==> config.mk <==
export PLATFORM = sky130hd
export DESIGN_NAME = fixed_divide_seq_flat
export DESIGN_NICKNAME = d
export VERILOG_FILES = /design/src/rtl/fixed_point_pkg.sv /design/src/rtl/fixed_divide_seq_if.sv /design/src/rtl/fp_abs.sv /design/src/rtl/fixed_divide_seq.sv /design/src/flat_wrapper.sv
export SDC_FILE = /design/constraint.sdc
export NUM_CORES = 2
export LEC_CHECK = 0
export ABC_AREA = 1
export CAP_MARGIN = 20
export CELL_PAD_IN_SITES_DETAIL_PLACEMENT = 1
export CELL_PAD_IN_SITES_GLOBAL_PLACEMENT = 2
export CORE_ASPECT_RATIO = 1.25
export CORE_UTILIZATION = 33
export DETAILED_ROUTE_END_ITERATION = 6
export HOLD_SLACK_MARGIN = 0.03
export PLACE_DENSITY_LB_ADDON = 0.1
export SLEW_MARGIN = 10
export SYNTH_ARGS = -nofsm -noshare
export SYNTH_HDL_FRONTEND = slang
export SYNTH_SLANG_ARGS = --single-unit
==> constraint.sdc <==
create_clock -name clk -period 4.24 [get_ports clk]
set_input_delay 0.636 -clock clk [delete_from_list [all_inputs] [get_ports clk]]
set_output_delay 0.636 -clock clk [all_outputs]
set_load 0.05 [all_outputs]
==> src/rtl/fixed_point_pkg.sv <==
// Shared fixed-point format parameters and the divider state encoding.
package fixed_point_pkg;

  localparam int unsigned N_FRAC = 16;
  localparam int unsigned N_INT  = 22;
  localparam int unsigned W      = 2 * (N_FRAC + N_INT) + 1;

  typedef enum logic [2:0] {
    ST_IDLE = 3'd0,
    ST_PREP = 3'd1,
    ST_DIV  = 3'd2,
    ST_FIX  = 3'd3,
    ST_DONE = 3'd4
  } div_state_e;

endpackage

==> src/rtl/fixed_divide_seq_if.sv <==
// Request/result bundle of the sequential fixed-point divider.
interface fixed_divide_seq_if #(
  parameter int unsigned W = fixed_point_pkg::W
) ();

  logic         start;
  logic [W-1:0] dividend;
  logic [W-1:0] divisor;
  logic         busy;
  logic         done;
  logic [W-1:0] quotient;
  logic         div_by_zero;
  logic         overflow;

  modport master (
    output start, dividend, divisor,
    input  busy, done, quotient, div_by_zero, overflow
  );

  modport slave (
    input  start, dividend, divisor,
    output busy, done, quotient, div_by_zero, overflow
  );

endinterface

==> src/rtl/fp_abs.sv <==
// Combinational two's-complement magnitude and sign; -2^(W-1) maps to the unsigned value 2^(W-1).
module fp_abs #(
  parameter int unsigned W = fixed_point_pkg::W
) (
  input  logic [W-1:0] val_i,
  output logic [W-1:0] mag_c_o,
  output logic         neg_c_o
);

  assign neg_c_o = val_i[W-1];
  assign mag_c_o = neg_c_o ? W'(~val_i + W'(1)) : val_i;

endmodule

==> src/rtl/fixed_divide_seq.sv <==
// Sequential signed fixed-point divider: quotient = trunc((dividend << N_FRAC) / divisor),
// one restoring shift-subtract step per cycle over W+N_FRAC quotient bits.
module fixed_divide_seq #(
  parameter int unsigned N_FRAC = fixed_point_pkg::N_FRAC,
  parameter int unsigned N_INT  = fixed_point_pkg::N_INT,
  parameter int unsigned W      = 2 * (N_FRAC + N_INT) + 1
) (
  input  logic               clk,
  input  logic               rst_n,
  fixed_divide_seq_if.slave  bus
);

  localparam int unsigned WN = W + N_FRAC;
  localparam int unsigned CW = $clog2(WN + 1);

  fixed_point_pkg::div_state_e state_q, state_d;

  logic [W-1:0]  a_q, a_d, b_q, b_d;
  logic [W-1:0]  den_q, den_d;
  logic [W-1:0]  rem_q, rem_d;
  logic [WN-1:0] num_q, num_d;
  logic [CW-1:0] cnt_q, cnt_d;
  logic          neg_q, neg_d, dz_q, dz_d;
  logic [W-1:0]  quot_q, quot_d;
  logic          ovf_q, ovf_d, dzo_q, dzo_d;
  logic          busy_q, busy_d, done_q, done_d;

  logic [W-1:0]  mag_a, mag_b;
  logic          neg_a, neg_b;
  logic [W:0]    rem_sh, trial;
  logic [WN-1:0] lim;
  logic [W-1:0]  q_low;

  fp_abs #(.W(W)) u_abs_a (.val_i(a_q), .mag_c_o(mag_a), .neg_c_o(neg_a));
  fp_abs #(.W(W)) u_abs_b (.val_i(b_q), .mag_c_o(mag_b), .neg_c_o(neg_b));

  always_ff @(posedge clk) begin
    if (!rst_n) begin
      state_q <= fixed_point_pkg::ST_IDLE;
      a_q     <= '0;
      b_q     <= '0;
      den_q   <= '0;
      rem_q   <= '0;
      num_q   <= '0;
      cnt_q   <= '0;
      neg_q   <= 1'b0;
      dz_q    <= 1'b0;
      quot_q  <= '0;
      ovf_q   <= 1'b0;
      dzo_q   <= 1'b0;
      busy_q  <= 1'b0;
      done_q  <= 1'b0;
    end else begin
      state_q <= state_d;
      a_q     <= a_d;
      b_q     <= b_d;
      den_q   <= den_d;
      rem_q   <= rem_d;
      num_q   <= num_d;
      cnt_q   <= cnt_d;
      neg_q   <= neg_d;
      dz_q    <= dz_d;
      quot_q  <= quot_d;
      ovf_q   <= ovf_d;
      dzo_q   <= dzo_d;
      busy_q  <= busy_d;
      done_q  <= done_d;
    end
  end

  always_comb begin
    state_d = state_q;
    a_d     = a_q;
    b_d     = b_q;
    den_d   = den_q;
    rem_d   = rem_q;
    num_d   = num_q;
    cnt_d   = cnt_q;
    neg_d   = neg_q;
    dz_d    = dz_q;
    quot_d  = quot_q;
    ovf_d   = ovf_q;
    dzo_d   = dzo_q;
    busy_d  = 1'b0;
    done_d  = 1'b0;

    // Remainder stays below the divisor, so W bits hold it; the trial needs one more.
    rem_sh = {rem_q, num_q[WN-1]};
    trial  = rem_sh - {1'b0, den_q};
    // Largest representable magnitude: 2^(W-1) when negative, 2^(W-1)-1 when positive.
    lim    = (WN'(1) << (W - 1)) - WN'(!neg_q);
    q_low  = num_q[W-1:0];

    unique case (state_q)
      fixed_point_pkg::ST_IDLE: begin
        if (bus.start) begin
          a_d     = bus.dividend;
          b_d     = bus.divisor;
          state_d = fixed_point_pkg::ST_PREP;
        end
      end
      fixed_point_pkg::ST_PREP: begin
        num_d   = {mag_a, {N_FRAC{1'b0}}};
        den_d   = mag_b;
        rem_d   = '0;
        neg_d   = neg_a ^ neg_b;
        dz_d    = (mag_b == '0);
        cnt_d   = CW'(WN);
        state_d = fixed_point_pkg::ST_DIV;
      end
      fixed_point_pkg::ST_DIV: begin
        if (!trial[W]) begin
          rem_d = trial[W-1:0];
          num_d = {num_q[WN-2:0], 1'b1};
        end else begin
          rem_d = rem_sh[W-1:0];
          num_d = {num_q[WN-2:0], 1'b0};
        end
        cnt_d = cnt_q - CW'(1);
        if (cnt_q == CW'(1)) state_d = fixed_point_pkg::ST_FIX;
      end
      fixed_point_pkg::ST_FIX: begin
        if (dz_q) begin
          quot_d = '0;
          ovf_d  = 1'b0;
          dzo_d  = 1'b1;
        end else begin
          quot_d = neg_q ? W'(~q_low + W'(1)) : q_low;
          ovf_d  = (num_q > lim);
          dzo_d  = 1'b0;
        end
        state_d = fixed_point_pkg::ST_DONE;
      end
      fixed_point_pkg::ST_DONE: state_d = fixed_point_pkg::ST_IDLE;
      default:                  state_d = fixed_point_pkg::ST_IDLE;
    endcase

    busy_d = (state_d != fixed_point_pkg::ST_IDLE);
    done_d = (state_d == fixed_point_pkg::ST_DONE);
  end

  assign bus.busy        = busy_q;
  assign bus.done        = done_q;
  assign bus.quotient    = quot_q;
  assign bus.div_by_zero = dzo_q;
  assign bus.overflow    = ovf_q;

endmodule

==> src/flat_wrapper.sv <==
// flat-port wrapper written by rule: the top's interface ports become plain ports
module fixed_divide_seq_flat 
#(
  parameter int unsigned N_FRAC = fixed_point_pkg::N_FRAC,
  parameter int unsigned N_INT  = fixed_point_pkg::N_INT,
  parameter int unsigned W      = 2 * (N_FRAC + N_INT) + 1
)
  (clk, rst_n, bus_start, bus_dividend, bus_divisor, bus_busy, bus_done, bus_quotient, bus_div_by_zero, bus_overflow);
  fixed_divide_seq_if #(.W(W)) bus_i ();
  input  logic clk;
  input  logic rst_n;
  input wire logic [$bits(bus_i.start)-1:0] bus_start;
  input wire logic [$bits(bus_i.dividend)-1:0] bus_dividend;
  input wire logic [$bits(bus_i.divisor)-1:0] bus_divisor;
  output wire logic [$bits(bus_i.busy)-1:0] bus_busy;
  output wire logic [$bits(bus_i.done)-1:0] bus_done;
  output wire logic [$bits(bus_i.quotient)-1:0] bus_quotient;
  output wire logic [$bits(bus_i.div_by_zero)-1:0] bus_div_by_zero;
  output wire logic [$bits(bus_i.overflow)-1:0] bus_overflow;
  assign bus_i.start = bus_start;
  assign bus_i.dividend = bus_dividend;
  assign bus_i.divisor = bus_divisor;
  assign bus_busy = bus_i.busy;
  assign bus_done = bus_i.done;
  assign bus_quotient = bus_i.quotient;
  assign bus_div_by_zero = bus_i.div_by_zero;
  assign bus_overflow = bus_i.overflow;
  fixed_divide_seq #(.N_FRAC(N_FRAC), .N_INT(N_INT), .W(W)) u_core (.clk(clk), .rst_n(rst_n), .bus(bus_i));
endmodule
-- After elaboration in Yosys (flattened, before gate mapping)
Cells that the tools add are included.
- word-level logic and storage cells: 50
- bits in registers: 494
- input bits: 157
- output and inout port bits: 81
- muxes and demuxes: 14
- eq/ne operators: 5
- add/sub/neg operators: 6
- bitwise operators: 4
- reduce and logical (&&, ||, !) cells: 6
- magnitude comparators: 1
- operator list (operator ; number):
    $mux 77 ; 5
    $add 77x1->77 const B ; 3
    $not 77->77 ; 3
    $pmux 93 s2 ; 1
    $pmux 77 s2 ; 1
    $gt 93x93->1 ; 1
    $sub 77x1->78 const A ; 1
    $sub 78x77->78 ; 1
    $logic_not 77->1 ; 1
    $pmux 7 s2 ; 1
    $pmux 3 s4 ; 1
    $eq 7x1->1 const B ; 1
    $sub 7x1->7 const B ; 1
    $eq 3x2->1 const B ; 2
    $mux 3 ; 2
    $eq 3x1->1 const B ; 1
    $eq 3x3->1 const B ; 1
    $logic_not 3->1 ; 1
    $mux 1 ; 3
    $reduce_bool 3->1 ; 1
    $reduce_and 2->1 ; 1
    $reduce_bool 2->1 ; 1
    $logic_not 1->1 ; 1
    $xor 1x1->1 ; 1

-- Longest topological paths before layout
- depth in word-level cells: 4
- mapped depth: 18
- mapped depth without buffers: 18

-- Cells and area by module
From an unflattened synthesis, not the netlist that was laid out.
- cells, all modules: 5890
- area, all modules: 35607.9 um^2
- modules (own cells, without submodules) (module ; seq. area each (um^2) ; times used ; cells each ; area each (um^2)):
    fixed_divide_seq ; 9889.5 ; 1 ; 4718 ; 30102.6
    fp_abs ; 0.0 ; 2 ; 586 ; 2752.6

-- Least setup slack after synthesis
No wires, ideal clock.
- kind: reg-to-reg
- start point: register u_core.neg_q
- end point: register u_core.ovf_q, in the netlist u_core.bus.overflow
- required time: 4.108 ns
- data arrival time: 3.751 ns
- buffers on the path: 2
- setup slack: 0.357 ns
- stages on the path, launching flop included: 12
- setup time: 0.132 ns
- period minus slack after synthesis: 3.883 ns
- cells stage by stage: dfxtp_1 -> inv_1 -> clkbuf_1 -> clkbuf_1 -> ha_1 -> nand4_1 -> nor3_1 -> nand3_1 -> nor4_1 -> a21oi_1 -> nand2_1 -> a21oi_1
- longest elaborated chain between the ends: 4
- RTL lines (element ; RTL line ; RTL):
    start, declared ; fixed_divide_seq.sv:23 ; logic neg_q, neg_d, dz_q, dz_d;
    start signal, assigned ; fixed_divide_seq.sv:61 ; neg_q <= neg_d;
    $logic_not 1->1 ; fixed_divide_seq.sv:91 ; lim = (WN'(1) << (W - 1)) - WN'(!neg_q);
    $sub 77x1->78 ; fixed_divide_seq.sv:91 ;
    $gt 93x93->1 ; fixed_divide_seq.sv:129 ; ovf_d = (num_q > lim);
    $mux 1 ; fixed_divide_seq.sv:123 ; if (dz_q) begin
    end signal, assigned ; fixed_divide_seq.sv:64 ; ovf_q <= ovf_d;
    end, declared ; fixed_divide_seq.sv:25 ; logic ovf_q, ovf_d, dzo_q, dzo_d;
No other way between the ends.
A chain may end at the register's enable or synchronous reset.

-- Final worst setup path
- start point: register u_core.den_q[42]
- end point: register u_core.rem_q[6]
- longest elaborated chain between the ends: 3
- RTL lines (element ; RTL line ; RTL):
    start, declared ; fixed_divide_seq.sv:19 ; logic [W-1:0] den_q, den_d;
    start signal, assigned ; fixed_divide_seq.sv:57 ; den_q <= den_d;
    $sub 78x77->78 ; fixed_divide_seq.sv:89 ; trial = rem_sh - {1'b0, den_q};
    $mux 77 ; fixed_divide_seq.sv:112 ; if (!trial[W]) begin
    $pmux 77 s2 ; fixed_divide_seq.sv:94 ; unique case (state_q)
    end signal, assigned ; fixed_divide_seq.sv:58 ; rem_q <= rem_d;
    end, declared ; fixed_divide_seq.sv:20 ; logic [W-1:0] rem_q, rem_d;
No other way between the ends.

==> results list <==
- For this run the aggregate overflow at the end of global routing stands at 0.
- Post-CTS sizing: 0
* Filler instances: 13658
- The finished cells cover 40600 µm².
- End of the worst register-to-register path: u_core.rem_q[6]$_SDFFE_PN0P_
- Drt initial violations: 1851
* Lkg Pwr: 18.3 nW
- The number of pins exceeding their max-slew limit in the final report came to 0.
- Complex-gate fraction of the synthesized area: 19.1%
- Worst path required time: 4770 ps
* Xor-xnor portion of the synthesized cell area: 2.31%
- Using the TritonRoute via totals, the vias-per-cell ratio works out to 5.32.
- Switching component of the power: 8.55 mW
- Maximum number of pins on one net before global-route repair: 163
- Clock tree buffer depth: 3
- Simple-gate share of the synthesized area: 33.6%
- In this run, CTS created clock tree buffers numbering 60.
* Final worst path period need: 3500 ps
* Adder-Cell Fraction of Synth Area: 5.77%
- Rel. slew slack: 26.1%
- Share of the clock period used by the worst path after layout: 82.5%
* DRC violations left: 0
- Effective utilization at floorplan: 33.5%
- Hold Crit Start: rst_n
* Chip Width: 293 µm
- Cell count after synthesis: 5662
* Setup repair after global routing missed its margin: no
- Origin of the worst setup path: u_core.den_q[42]$_SDFFE_PN0P_
* Run status: complete, no violations
- Number of hold violations in the final report: 0
- Number of rows in the core area: 132
* Mux contribution to synthesized area: 0%
- At the end of routability-driven placement, the weighted congestion stood at 0.960.
- Global routing used 29.8% of the available tracks.
* Clock transition at the registers of the reported paths: 60 ps
- In this run the cell area measured after placement is 38500 µm².
- The worst setup path is launched from a register.
* Number of flops mapped to enable cells by yosys: 0
- For this run, the post-layout net count is 6107.
- Combinational family with the most area after synthesis: simple AND/OR/NAND/NOR gates
* Number of H-tree levels: 2
- Detailed-route via count: 38243
- Placed wire-length estimate: 130000 µm
- CP endpoint kind: register
- After synthesis the netlist holds a flip-flop and latch count of 494.
* Largest fanout of any net on the critical path: 16
- Final WL: 162000 µm
- After detailed routing, the average wire length per cell comes to 22.6 µm.
- Number of antenna violations at the first check in global routing: 3
- Port Buffer Count: 237
* Average footprint of a synthesized cell: 6.15 µm²
- For the final database, setup skew stands at 31.9 ps.
- The via count of the first global-routing pass is 39302.
- Die Outline Area: 107000 µm²
- In this run the cell area of the synthesized design comes to 34800 µm².
- Data arrival at the endpoint of the critical path: 4020 ps
- After routing, the total negative slack on setup checks comes to 0 ps.
* Worst-Margin Slew: 1100 ps
* Kind of path behind the tightest hold check: in2reg
- Type of the worst setup path: reg2reg
- The core region is 104000 µm².
- The worst-case IR drop observed on VDD is 0.353 mV.
* R2R cell count: 13
- Reg2reg setup slack: 740 ps
- Fraction of final layout cells with drive strength greater than 1: 4.98%
- For this design the top-level I/O count stands at 238.
- 1st-pass router iterations: 5
- Post-route insts no fill: 7182
- Clock network power share: 29.1%
- Clock tree sinks: 494
- In this run switching power makes up 45.1% of total power.
* Register share of total power: 28.3%
- Number of failing setup endpoints in the final timing report: 0
* Number of different library cells in the post-synthesis netlist: 61
* CTS tree: yes
- For hold timing, the worst endpoint is u_core.a_q[19]$_SDFFE_PN0P_.
- The detail route stage leaves a number of antenna-violating nets equal to 0.
- Predominant post-synthesis flop cell: sky130_fd_sc_hd__dfxtp_1
* Vertical extent of the die: 365 µm
- For the worst-skew pair, the clock arrives at the later sink with an insertion delay of 680 ps.
- The internal portion of the total power is 10.4 mW.
* Max cap viols: 0
- FF-to-FF Start: u_core.den_q[42]$_SDFFE_PN0P_
- Number of buffers inserted by hold repair at cts: 0
- In this run, the combinational gates consume 42.6% of the power.
* Achievable frequency: 0.286 GHz
* Share of async-settable or async-resettable flops after synthesis: 0%
- Power density relative to cell area: 467 nW/µm²
- Hold path depth: 3
- The Yosys step of the flow raised 0 warnings.
- Placed cell count: 7068
* Layout-stage area growth over the synthesis result: 16.6%
* Post-synth net total: 5979
- In this run the clock root is driven by a sky130_fd_sc_hd__clkbuf_16.
* Fraction of the yosys area taken by sequential cells: 28.4%
- The number of setup buffers added after CTS is 0.
* Share of the core filled with cells: 39.0%
* First-pass GRT wire length: 242000 µm
power groups by stage:
| stage | Sequential [mW] | Combinational, mW | Clock [mW] |
|---|---|---|---|
| floorplan | 5.33 | 5.18 | 0 |
| global placement | 5.45 | 7.98 | 0 |
| detailed placement | 5.46 | 8.04 | 0 |
| CTS | 5.36 | 8.08 | 5.65 |
| global route | 5.41 | 8.87 | 5.81 |
| finish | 5.37 | 8.07 | 5.52 |
state kept, by name, summed over array words and instances, names as in the netlist, 3 cells and up:
register	count
u_core.cnt_q	7
u_core.a_q	77
u_core.bus.quotient	77
u_core.num_q	93
u_core.state_q	3
u_core.rem_q	77
u_core.den_q	77
u_core.b_q	77
worst max-delay path: stages (launching register included):
cell	delay, ps
sky130_fd_sc_hd__dfxtp_1	310
sky130_fd_sc_hd__inv_1	50
sky130_fd_sc_hd__ha_1	370
sky130_fd_sc_hd__a21oi_1	310
sky130_fd_sc_hd__o21ai_1	180
sky130_fd_sc_hd__a21o_1	220
sky130_fd_sc_hd__a21oi_2	230
sky130_fd_sc_hd__nand3_2	250
sky130_fd_sc_hd__nand2_4	160
sky130_fd_sc_hd__nand3_2	380
sky130_fd_sc_hd__nand2_2	600
sky130_fd_sc_hd__nand2_1	120
sky130_fd_sc_hd__nand3_1	100
sky130_fd_sc_hd__a21oi_1	70
logic make-up after synthesis:
group | after synthesis
fa+ha+maj | 160
compound gates | 1244
xor+xnor | 92
flops | 494
buf+inv | 988
simple gates | 2684
through the flow:
stage	hold WS, ps	worst slack [ps]	power [mW]
2_1_floorplan	443	357	10.5
3_3_place_gp	454	753	13.4
3_5_place_dp	459	751	13.5
4_1_cts	354	737	19.1
5_1_grt	399	529	20.1
6_report	386	742	19.0
cell usage after synthesis (21+ instances only):
cell                       instances  area (µm²)
sky130_fd_sc_hd__a21oi_1         588        2940
sky130_fd_sc_hd__a31oi_1          83         519
sky130_fd_sc_hd__buf_2            23         115
sky130_fd_sc_hd__clkbuf_1        170         638
sky130_fd_sc_hd__dfxtp_1         494        9890
sky130_fd_sc_hd__ha_1            159        1990
sky130_fd_sc_hd__inv_1           740        2780
sky130_fd_sc_hd__inv_2            29         109
sky130_fd_sc_hd__nand2_1        1313        4930
sky130_fd_sc_hd__nand3_1         469        2350
sky130_fd_sc_hd__nand4_1          96         601
sky130_fd_sc_hd__nor2_1          597        2240
sky130_fd_sc_hd__nor2_2           21         131
sky130_fd_sc_hd__nor3_1           43         215
sky130_fd_sc_hd__nor4_1           40         250
sky130_fd_sc_hd__o211ai_1         44         330
sky130_fd_sc_hd__o21ai_0         399        2000
sky130_fd_sc_hd__o21ai_1          43         215
sky130_fd_sc_hd__xor2_1           81         709
cell type report:
cell class	count	area, µm²	share of cell area [%]
Multi-Input combinational cell	4180	21200	52.2
Sequential cell	494	9900	24.4
Inverter	771	2910	7.16
Timing Repair Buffer	283	2860	7.03
Clock buffer	80	1740	4.28
Tap cell	1340	1680	4.13
Clock inverter	32	328	0.807
Antenna cell	2	5.00	0.0123
per-layer routing:
layer	track usage, %	routed length (µm)	up-vias
met1	33.1	65200	18471
met4	15.7	9380	2
met5	0	13	-
li1	-	-	18862
met3	2.38	4430	254
met2	56.2	83100	654
cells in the final DEF (no fill, tap or decap), drive strengths merged, types with 12 or more instances in the layout:
master / Yosys / layout
a21oi: 589 / 589
nor3: 50 / 50
nor4: 41 / 41
nand3: 484 / 484
inv: 769 / 772
a31oi: 83 / 83
clkdlybuf4s50: 0 / 236
nand2: 1338 / 1338
o22ai: 13 / 13
clkinv: 2 / 21
nand4: 97 / 97
clkbuf: 170 / 80
nand3b: 20 / 20
xor2: 81 / 81
nor2: 638 / 638
a21o: 12 / 12
o21ai: 448 / 448
buf: 47 / 47
ha: 159 / 159
dfxtp: 494 / 494
o21bai: 16 / 16
o211ai: 44 / 44
o21a: 15 / 15
worst max path at each step:
stage	slack [ps]	endpoint	cells after the start
floorplan	360	u_core.bus.overflow$_SDFFE_PN0N_	11
global placement	750	u_core.rem_q[22]$_SDFFE_PN0P_	14
detailed placement	750	u_core.rem_q[25]$_SDFFE_PN0P_	14
CTS	740	u_core.rem_q[25]$_SDFFE_PN0P_	14
global route	530	u_core.rem_q[4]$_SDFFE_PN0P_	14
finish	740	u_core.rem_q[6]$_SDFFE_PN0P_	13
Note: power is estimated with default switching activity, not from simulation.
